**src/rtl/instr_register_pkg.sv**
```systemverilog
// Shared types for the instruction register and its scheduler: opcode/operand/instruction
// words, the scheduler state encoding and the register depth.
package instr_register_pkg;

    localparam int SCHED_DEPTH = 32;
    localparam int SCHED_PTR_W = $clog2(SCHED_DEPTH);

    typedef enum logic [2:0] {ZERO, PASSA, PASSB, ADD, SUB, MULT, DIV, MOD} opcode_t;

    typedef logic signed [31:0] operand_t;

    typedef struct packed {
        opcode_t  opc;
        operand_t op_a;
        operand_t op_b;
    } instruction_t;

    typedef enum logic [1:0] {IDLE, RUN, FLUSH} sched_state_t;

endpackage

```
**src/rtl/instr_reg_sched_if.sv**
```systemverilog
// Bundle of producer, register-port and issue-port signals around the scheduler.
// master = scheduler side, slave = producers/register/consumer side.
interface instr_reg_sched_if
    import instr_register_pkg::*;
#(
    parameter int DEPTH = SCHED_DEPTH,
    parameter int PTR_W = $clog2(DEPTH)
) ();

    logic              req0_valid;
    logic              req0_ready;
    opcode_t           req0_opcode;
    operand_t          req0_operand_a;
    operand_t          req0_operand_b;
    logic              req1_valid;
    logic              req1_ready;
    opcode_t           req1_opcode;
    operand_t          req1_operand_a;
    operand_t          req1_operand_b;
    logic              load_en;
    logic [PTR_W-1:0]  write_pointer;
    opcode_t           opcode;
    operand_t          operand_a;
    operand_t          operand_b;
    logic [PTR_W-1:0]  read_pointer;
    instruction_t      instruction_word;
    logic              issue_valid;
    logic              issue_ready;
    instruction_t      issue_word;
    logic              flush;
    logic [PTR_W:0]    count;
    logic              full;
    logic              empty;

    modport master (
        input  req0_valid, req0_opcode, req0_operand_a, req0_operand_b,
        input  req1_valid, req1_opcode, req1_operand_a, req1_operand_b,
        input  instruction_word, issue_ready, flush,
        output req0_ready, req1_ready,
        output load_en, write_pointer, opcode, operand_a, operand_b,
        output read_pointer, issue_valid, issue_word, count, full, empty
    );

    modport slave (
        output req0_valid, req0_opcode, req0_operand_a, req0_operand_b,
        output req1_valid, req1_opcode, req1_operand_a, req1_operand_b,
        output instruction_word, issue_ready, flush,
        input  req0_ready, req1_ready,
        input  load_en, write_pointer, opcode, operand_a, operand_b,
        input  read_pointer, issue_valid, issue_word, count, full, empty
    );

endinterface

```
**src/rtl/instr_reg_sched_arb.sv**
```systemverilog
// Two-way arbiter for the scheduler's producers. Round-robin by default; with
// SCHED_FIXED_PRIO_EN defined req[0] always wins and the design is purely combinational.
module rr_arb2 (
    input  logic [1:0] req,
`ifndef SCHED_FIXED_PRIO_EN
    input  logic       clk,
    input  logic       reset_n,
    input  logic       accept,
`endif
    output logic [1:0] gnt
);

`ifdef SCHED_FIXED_PRIO_EN
    assign gnt = {req[1] & ~req[0], req[0]};
`else
    // prio names the producer that wins the next tie; it moves only when a grant is used
    logic prio;

    always_comb begin
        gnt = 2'b00;
        unique case (req)
            2'b01:   gnt = 2'b01;
            2'b10:   gnt = 2'b10;
            2'b11:   gnt = prio ? 2'b10 : 2'b01;
            default: gnt = 2'b00;
        endcase
    end

    always_ff @(posedge clk) begin
        if (!reset_n) begin
            prio <= 1'b0;
        end else if (accept) begin
            prio <= gnt[0];
        end
    end
`endif

endmodule

```
**src/rtl/instr_reg_sched.sv**
```systemverilog
// Scheduler for the 32-entry instruction register: arbitrates two producers onto the write
// port and runs the register as a circular queue. Optional macro: SCHED_FIXED_PRIO_EN.
module instr_reg_sched
    import instr_register_pkg::*;
#(
    parameter int DEPTH = SCHED_DEPTH,
    parameter int PTR_W = $clog2(DEPTH)
) (
    input  logic              clk,
    input  logic              reset_n,
    instr_reg_sched_if.master bus
);

    sched_state_t     state;
    logic [PTR_W-1:0] wr_ptr;
    logic [PTR_W-1:0] rd_ptr;
    logic [PTR_W:0]   cnt;
    logic             load_en_q;
    logic [PTR_W-1:0] wp_q;
    opcode_t          opc_q;
    operand_t         a_q;
    operand_t         b_q;

    logic [1:0]       req;
    logic [1:0]       gnt;
    logic [PTR_W+1:0] occupancy;
    logic             can_accept;
    logic             accept;
    logic             issue_valid;
    logic             pop;

    assign req = {bus.req1_valid, bus.req0_valid};

    // A write already in flight still needs a slot, so it counts against the free space
    assign occupancy   = {1'b0, cnt} + {{(PTR_W+1){1'b0}}, load_en_q};
    assign can_accept  = reset_n && (state != FLUSH) && !bus.flush
                         && (occupancy < (PTR_W+2)'(DEPTH));
    assign accept      = can_accept && (|req);
    assign issue_valid = (state == RUN) && (cnt != '0);
    assign pop         = issue_valid && bus.issue_ready;

`ifdef SCHED_FIXED_PRIO_EN
    rr_arb2 u_arb (
        .req (req),
        .gnt (gnt)
    );
`else
    rr_arb2 u_arb (
        .req     (req),
        .clk     (clk),
        .reset_n (reset_n),
        .accept  (accept),
        .gnt     (gnt)
    );
`endif

    always_ff @(posedge clk) begin
        if (!reset_n) begin
            state     <= IDLE;
            wr_ptr    <= '0;
            rd_ptr    <= '0;
            cnt       <= '0;
            load_en_q <= 1'b0;
            wp_q      <= '0;
            opc_q     <= ZERO;
            a_q       <= '0;
            b_q       <= '0;
        end else begin
            load_en_q <= accept;
            if (accept) begin
                wp_q   <= wr_ptr;
                wr_ptr <= wr_ptr + PTR_W'(1);
                opc_q  <= gnt[1] ? bus.req1_opcode    : bus.req0_opcode;
                a_q    <= gnt[1] ? bus.req1_operand_a : bus.req0_operand_a;
                b_q    <= gnt[1] ? bus.req1_operand_b : bus.req0_operand_b;
            end
            if (pop) begin
                rd_ptr <= rd_ptr + PTR_W'(1);
            end
            unique case ({load_en_q, pop})
                2'b10:   cnt <= cnt + (PTR_W+1)'(1);
                2'b01:   cnt <= cnt - (PTR_W+1)'(1);
                default: ;
            endcase
            // FLUSH's pointer/count clear overrides the bookkeeping above
            unique case (state)
                IDLE:    if (accept) state <= RUN;
                RUN:     if (cnt == '0 && !load_en_q && !accept) state <= IDLE;
                FLUSH: begin
                    wr_ptr <= '0;
                    rd_ptr <= '0;
                    cnt    <= '0;
                    state  <= IDLE;
                end
                default: state <= IDLE;
            endcase
            if (bus.flush) begin
                state <= FLUSH;
            end
        end
    end

    assign bus.req0_ready    = can_accept && gnt[0];
    assign bus.req1_ready    = can_accept && gnt[1];
    assign bus.load_en       = load_en_q;
    assign bus.write_pointer = wp_q;
    assign bus.opcode        = opc_q;
    assign bus.operand_a     = a_q;
    assign bus.operand_b     = b_q;
    assign bus.read_pointer  = rd_ptr;
    assign bus.issue_valid   = issue_valid;
    assign bus.issue_word    = bus.instruction_word;
    assign bus.count         = cnt;
    assign bus.full          = (cnt == (PTR_W+1)'(DEPTH));
    assign bus.empty         = (cnt == '0);

endmodule

```
**src/flat_wrapper.sv**
```systemverilog
// flat-port wrapper written by rule: the top's interface ports become plain ports
module instr_reg_sched_flat import instr_register_pkg::*;
#(
    parameter int DEPTH = SCHED_DEPTH,
    parameter int PTR_W = $clog2(DEPTH)
)
  (clk, reset_n, bus_req0_valid, bus_req0_opcode, bus_req0_operand_a, bus_req0_operand_b, bus_req1_valid, bus_req1_opcode, bus_req1_operand_a, bus_req1_operand_b, bus_instruction_word, bus_issue_ready, bus_flush, bus_req0_ready, bus_req1_ready, bus_load_en, bus_write_pointer, bus_opcode, bus_operand_a, bus_operand_b, bus_read_pointer, bus_issue_valid, bus_issue_word, bus_count, bus_full, bus_empty);
  instr_reg_sched_if #(.DEPTH(DEPTH), .PTR_W(PTR_W)) bus_i ();
  input  logic clk;
  input  logic reset_n;
  input wire logic [$bits(bus_i.req0_valid)-1:0] bus_req0_valid;
  input wire logic [$bits(bus_i.req0_opcode)-1:0] bus_req0_opcode;
  input wire logic [$bits(bus_i.req0_operand_a)-1:0] bus_req0_operand_a;
  input wire logic [$bits(bus_i.req0_operand_b)-1:0] bus_req0_operand_b;
  input wire logic [$bits(bus_i.req1_valid)-1:0] bus_req1_valid;
  input wire logic [$bits(bus_i.req1_opcode)-1:0] bus_req1_opcode;
  input wire logic [$bits(bus_i.req1_operand_a)-1:0] bus_req1_operand_a;
  input wire logic [$bits(bus_i.req1_operand_b)-1:0] bus_req1_operand_b;
  input wire logic [$bits(bus_i.instruction_word)-1:0] bus_instruction_word;
  input wire logic [$bits(bus_i.issue_ready)-1:0] bus_issue_ready;
  input wire logic [$bits(bus_i.flush)-1:0] bus_flush;
  output wire logic [$bits(bus_i.req0_ready)-1:0] bus_req0_ready;
  output wire logic [$bits(bus_i.req1_ready)-1:0] bus_req1_ready;
  output wire logic [$bits(bus_i.load_en)-1:0] bus_load_en;
  output wire logic [$bits(bus_i.write_pointer)-1:0] bus_write_pointer;
  output wire logic [$bits(bus_i.opcode)-1:0] bus_opcode;
  output wire logic [$bits(bus_i.operand_a)-1:0] bus_operand_a;
  output wire logic [$bits(bus_i.operand_b)-1:0] bus_operand_b;
  output wire logic [$bits(bus_i.read_pointer)-1:0] bus_read_pointer;
  output wire logic [$bits(bus_i.issue_valid)-1:0] bus_issue_valid;
  output wire logic [$bits(bus_i.issue_word)-1:0] bus_issue_word;
  output wire logic [$bits(bus_i.count)-1:0] bus_count;
  output wire logic [$bits(bus_i.full)-1:0] bus_full;
  output wire logic [$bits(bus_i.empty)-1:0] bus_empty;
  assign bus_i.req0_valid = bus_req0_valid;
  assign bus_i.req0_opcode = bus_req0_opcode;
  assign bus_i.req0_operand_a = bus_req0_operand_a;
  assign bus_i.req0_operand_b = bus_req0_operand_b;
  assign bus_i.req1_valid = bus_req1_valid;
  assign bus_i.req1_opcode = bus_req1_opcode;
  assign bus_i.req1_operand_a = bus_req1_operand_a;
  assign bus_i.req1_operand_b = bus_req1_operand_b;
  assign bus_i.instruction_word = bus_instruction_word;
  assign bus_i.issue_ready = bus_issue_ready;
  assign bus_i.flush = bus_flush;
  assign bus_req0_ready = bus_i.req0_ready;
  assign bus_req1_ready = bus_i.req1_ready;
  assign bus_load_en = bus_i.load_en;
  assign bus_write_pointer = bus_i.write_pointer;
  assign bus_opcode = bus_i.opcode;
  assign bus_operand_a = bus_i.operand_a;
  assign bus_operand_b = bus_i.operand_b;
  assign bus_read_pointer = bus_i.read_pointer;
  assign bus_issue_valid = bus_i.issue_valid;
  assign bus_issue_word = bus_i.issue_word;
  assign bus_count = bus_i.count;
  assign bus_full = bus_i.full;
  assign bus_empty = bus_i.empty;
  instr_reg_sched #(.DEPTH(DEPTH), .PTR_W(PTR_W)) u_core (.clk(clk), .reset_n(reset_n), .bus(bus_i));
endmodule
```
**config.mk**
```make
export PLATFORM = sky130hd
export DESIGN_NAME = instr_reg_sched_flat
export DESIGN_NICKNAME = d
export VERILOG_FILES = /design/src/rtl/instr_register_pkg.sv /design/src/rtl/instr_reg_sched_if.sv /design/src/rtl/instr_reg_sched_arb.sv /design/src/rtl/instr_reg_sched.sv /design/src/flat_wrapper.sv
export SDC_FILE = /design/constraint.sdc
export NUM_CORES = 1
export LEC_CHECK = 0
export ABC_AREA = 1
export BUFFER_PORTS_ARGS = -buffer_cell sky130_fd_sc_hd__buf_2
export CAP_MARGIN = 10
export CORE_AREA = 5 5 138 140
export CTS_CLUSTER_DIAMETER = 60
export DETAILED_ROUTE_END_ITERATION = 16
export DIE_AREA = 0 0 143 145
export PLACE_DENSITY_LB_ADDON = 0.12
export SLEW_MARGIN = 20
export SYNTH_ARGS = -nofsm -noshare
export SYNTH_HDL_FRONTEND = slang
export SYNTH_SLANG_ARGS = --single-unit
```
**constraint.sdc**
```tcl
create_clock -name clk -period 2 [get_ports clk]
set_input_delay 0.1 -clock clk [delete_from_list [all_inputs] [get_ports clk]]
set_output_delay 0.1 -clock clk [all_outputs]
set_load 0.02 [all_outputs]
```
==> impl_metrics.env <==
export IMPL_boundaryPins=363
export IMPL_tightestPinTransition_ns=0.820
export IMPL_clk_path_buf_depth=2
export IMPL_fin_crit_ns=1.92
export IMPL_start_kind="register"
export IMPL_setup_viol=0
export IMPL_drtIter0Drc=164
export IMPL_synth_area_top_cells="dfxtp_1, nand2_1, buf_4, a21oi_1, nand3_1"
export IMPL_finalMaxSlewViolations=0
export IMPL_cp_data_required_time_ns=2.23
export IMPL_crit_start="u_core.bus.count[3]"
export IMPL_n_fill_cell=1981
export IMPL_area_delta_synth_final_pct=28.0
export IMPL_avgRoutedWirePerCell_um=14.7
export IMPL_syn_area_mm2=0.00504
export IMPL_clk_latency_ns=0.34
export IMPL_status="complete, no violations"
export IMPL_worst_r2r_startpoint="u_core.bus.count[3]"
export IMPL_dieWidth_um=143
export IMPL_synth_nets=976
export IMPL_cts_tree="built"
export IMPL_grt_pass1_vias=4901
export IMPL_yosysWarnings=0
export IMPL_gp_congestion=0.781
export IMPL_hold_path_class="in -> reg"
export IMPL_cp_cell_sequence="nor2_4 -> nand4_1 -> nand3_2 -> inv_2 -> ha_4 -> ha_4 -> buf_4 -> nand3_1 -> nand2_1 -> xor2_1 -> o21ai_0 -> inv_1"
export IMPL_grtUsageTotal_pct=15.5
export IMPL_vias_per_cell=4.49
export IMPL_grt_max_degree=74
export IMPL_antenna_found_initial=0
export IMPL_synth_xor_area_share_pct=1.91
export IMPL_switching_share_pct=27.0
export IMPL_core_mm2=0.0177
export IMPL_finClkSkew_ns=0.00798
export IMPL_maxCapViolCount=0
export IMPL_ir_drop_mv=0.380
export IMPL_combPwrFrac_pct=17.6
export IMPL_synth_distinct_cells=22
export IMPL_initial_utilization_pct=28.5
export IMPL_path_max_fanout=6
export IMPL_power_total_uw=4530
export IMPL_final_nets=1129
export IMPL_std_cell_rows=49
export IMPL_synthAdderAreaFrac_pct=2.13
export IMPL_pwr_density_cell_mw_per_mm2=702
export IMPL_via_count=5151
export IMPL_drc=0
export IMPL_cp_arrival_ns=2.15
export IMPL_rrSetupSlack_ns=0.08
export IMPL_ys_ff_latch=92
export IMPL_ant_nets=0
export IMPL_syn_inst=761
export IMPL_synth_top_family_by_area="simple AND/OR/NAND/NOR gates"
export IMPL_routed_wl_um=16900
export IMPL_synth_area_leader_cell="dfxtp_1"
export IMPL_seqPwrFrac_pct=42.5
export IMPL_drtPass1Iterations=5
export IMPL_p_clk_share_pct=39.9
export IMPL_max_slew_margin_pct=45.3
export IMPL_crit_top_cell="ha_4"
export IMPL_final_cells=1148
export IMPL_slowest_delay_ns=0.33
export IMPL_cts_buffers=9
export IMPL_worstSetupEndpointType="register"
export IMPL_crit_slowest_cell="dfxtp_2"
export IMPL_antenna_cells=0
export IMPL_synth_avg_cell_area_um2=6.63
export IMPL_clock_sinks=92
export IMPL_io_buffers=228
export IMPL_dpl_hpwl_um=12000
export IMPL_dieArea_mm2=0.0207
export IMPL_synth_mux_area_share_pct=0
export IMPL_overflow=0
export IMPL_p_sw_uw=1230
export IMPL_rsz0062_at_grt="yes"
export IMPL_synth_top_area_share_pct=36.5
export IMPL_leakagePower_uw=0.00327
export IMPL_synthSimpleGateAreaFrac_pct=33.6
export IMPL_clk_pin_slew_ns=0.07
export IMPL_hold_path_startpoint="reset_n"
export IMPL_die_h_um=145
export IMPL_seq_area_frac_synth_pct=36.5
export IMPL_htree_levels=3
export IMPL_synth_compound_area_share_pct=9.23
export IMPL_final_hold_viol_count=0
export IMPL_p_int_uw=3310
export IMPL_fin_crit_sh_pct=95.9
export IMPL_crit_type="reg -> reg"
export IMPL_dp_cells=1125
export IMPL_drive_gt1_share_pct=32.5
export IMPL_grt_pass1_wl_um=26000
export IMPL_max_freq_mhz=521
export IMPL_cts_root_buf="clkbuf_16"
## per-layer routing
metal / track usage [%] / vias to the layer above / part of all wire [%]
met1: 19.3 / 2314 / 43
met3: 3.49 / 47 / 6.7
met2: 26.1 / 136 / 48
met5: 0 / - / 0
li1: - / 2654 / -
met4: 5.37 / 0 / 2.0
## power by group through the flow
stage	registers, µW	clock network (µW)	logic [µW]
global placement	1970	0	799
CTS	1930	1880	807
global route	1930	1960	887
detailed placement	1970	0	795
finish	1930	1810	797
floorplan	2050	0	575
## placed cells by master, fill, tap and decap left out, types with 6 or more instances in the layout
cell type / netlist / routed
nor2_1: 15 / 12
xor2_1: 6 / 6
buf_4: 71 / 21
inv_1: 22 / 19
clkbuf_16: 0 / 9
nand3_1: 78 / 76
nand2_1: 321 / 314
dfxtp_1: 92 / 86
a21oi_1: 89 / 88
nand2_2: 0 / 6
buf_2: 21 / 228
## synth_stat cells
cell / count
or2_1: 1
inv_1: 22
nand4_1: 2
dfxtp_1: 92
clkbuf_1: 15
buf_4: 71
nor2_1: 15
a21oi_1: 89
ha_1: 7
nor3_2: 1
xor2_1: 6
buf_2: 21
o21ai_0: 4
nand3_1: 78
fa_1: 1
nand3_2: 1
buf_6: 4
and2_1: 1
buf_1: 3
inv_2: 1
xnor2_1: 5
nand2_1: 321
## logic make-up (layout without fill, tap and decap cells)
family / count (synthesis) / count (layout)
AO/OA/AOI/OAI: 93 / 93
XOR/XNOR: 11 / 11
adder cells (fa/ha/maj): 8 / 8
buffers and inverters: 137 / 295
flip-flops: 92 / 92
AND/OR/NAND/NOR: 420 / 420
## cell type report
class / instances / area, µm² / area share, %
clock inverters: 4 / 73.8 / 1.14
clock buffers: 12 / 236 / 3.66
inverters: 23 / 86.3 / 1.34
well taps: 229 / 287 / 4.44
multi-input cells: 532 / 2500 / 38.7
repair buffers: 256 / 1420 / 22.0
flip-flops and latches: 92 / 1860 / 28.8
## per-stage QoR
step / worst slack (ns) / hold slack [ns] / instance area, µm² / utilization [%] / setup TNS [ns]
2_1_floorplan: 0.00594 / 0.193 / 5100 / - / 0
3_3_place_gp: 0.0185 / 0.200 / 6010 / 33.9 / 0
5_1_grt: -0.0452 / 0.0757 / 6460 / 36.4 / -0.0810
6_report: 0.0817 / 0.0732 / 6460 / 36.4 / 0
4_1_cts: 0.0540 / 0.0520 / 6360 / 35.9 / 0
3_5_place_dp: -0.000701 / 0.200 / 6010 / 33.9 / -0.000701
## final timing paths
check / to / cells past startpoint
worst max-delay path: u_core.bus.count[4] / 12
worst min-delay path: u_core.state[0] / 3
worst max register to register: u_core.bus.count[4] / 12
worst min register to register: u_core.bus.operand_b[21] / 2
## critical path: cells and delay by family (launching register included)
family | cells | cell delay, ns
AO/OA/AOI/OAI | 1 | 0.13
XOR/XNOR | 1 | 0.14
adder cells (fa/ha/maj) | 2 | 0.47
buffers and inverters | 3 | 0.24
flip-flops | 1 | 0.33
AND/OR/NAND/NOR | 5 | 0.51
## sequential cells by signal, summed over array words and instances, names as in the netlist
register	flops
u_core.bus.opcode	3
u_core.bus.operand_b	32
u_core.state	2
u_core.u_arb.prio	1
u_core.wr_ptr	5
u_core.bus.load_en	1
u_core.bus.count	6
u_core.bus.read_pointer	5
u_core.bus.operand_a	32
u_core.bus.write_pointer	5
## timing repair
action / CTS / global route
setup endpoints to repair: 1 / 3
hold buffers: 2 / 0
hold endpoints to repair: 1 / 0
pin swaps: 1 / 8
resized for setup: 2 / 16
setup buffers: 1 / 4
gates cloned: 0 / 0
Power figures use the tool's default switching activity.
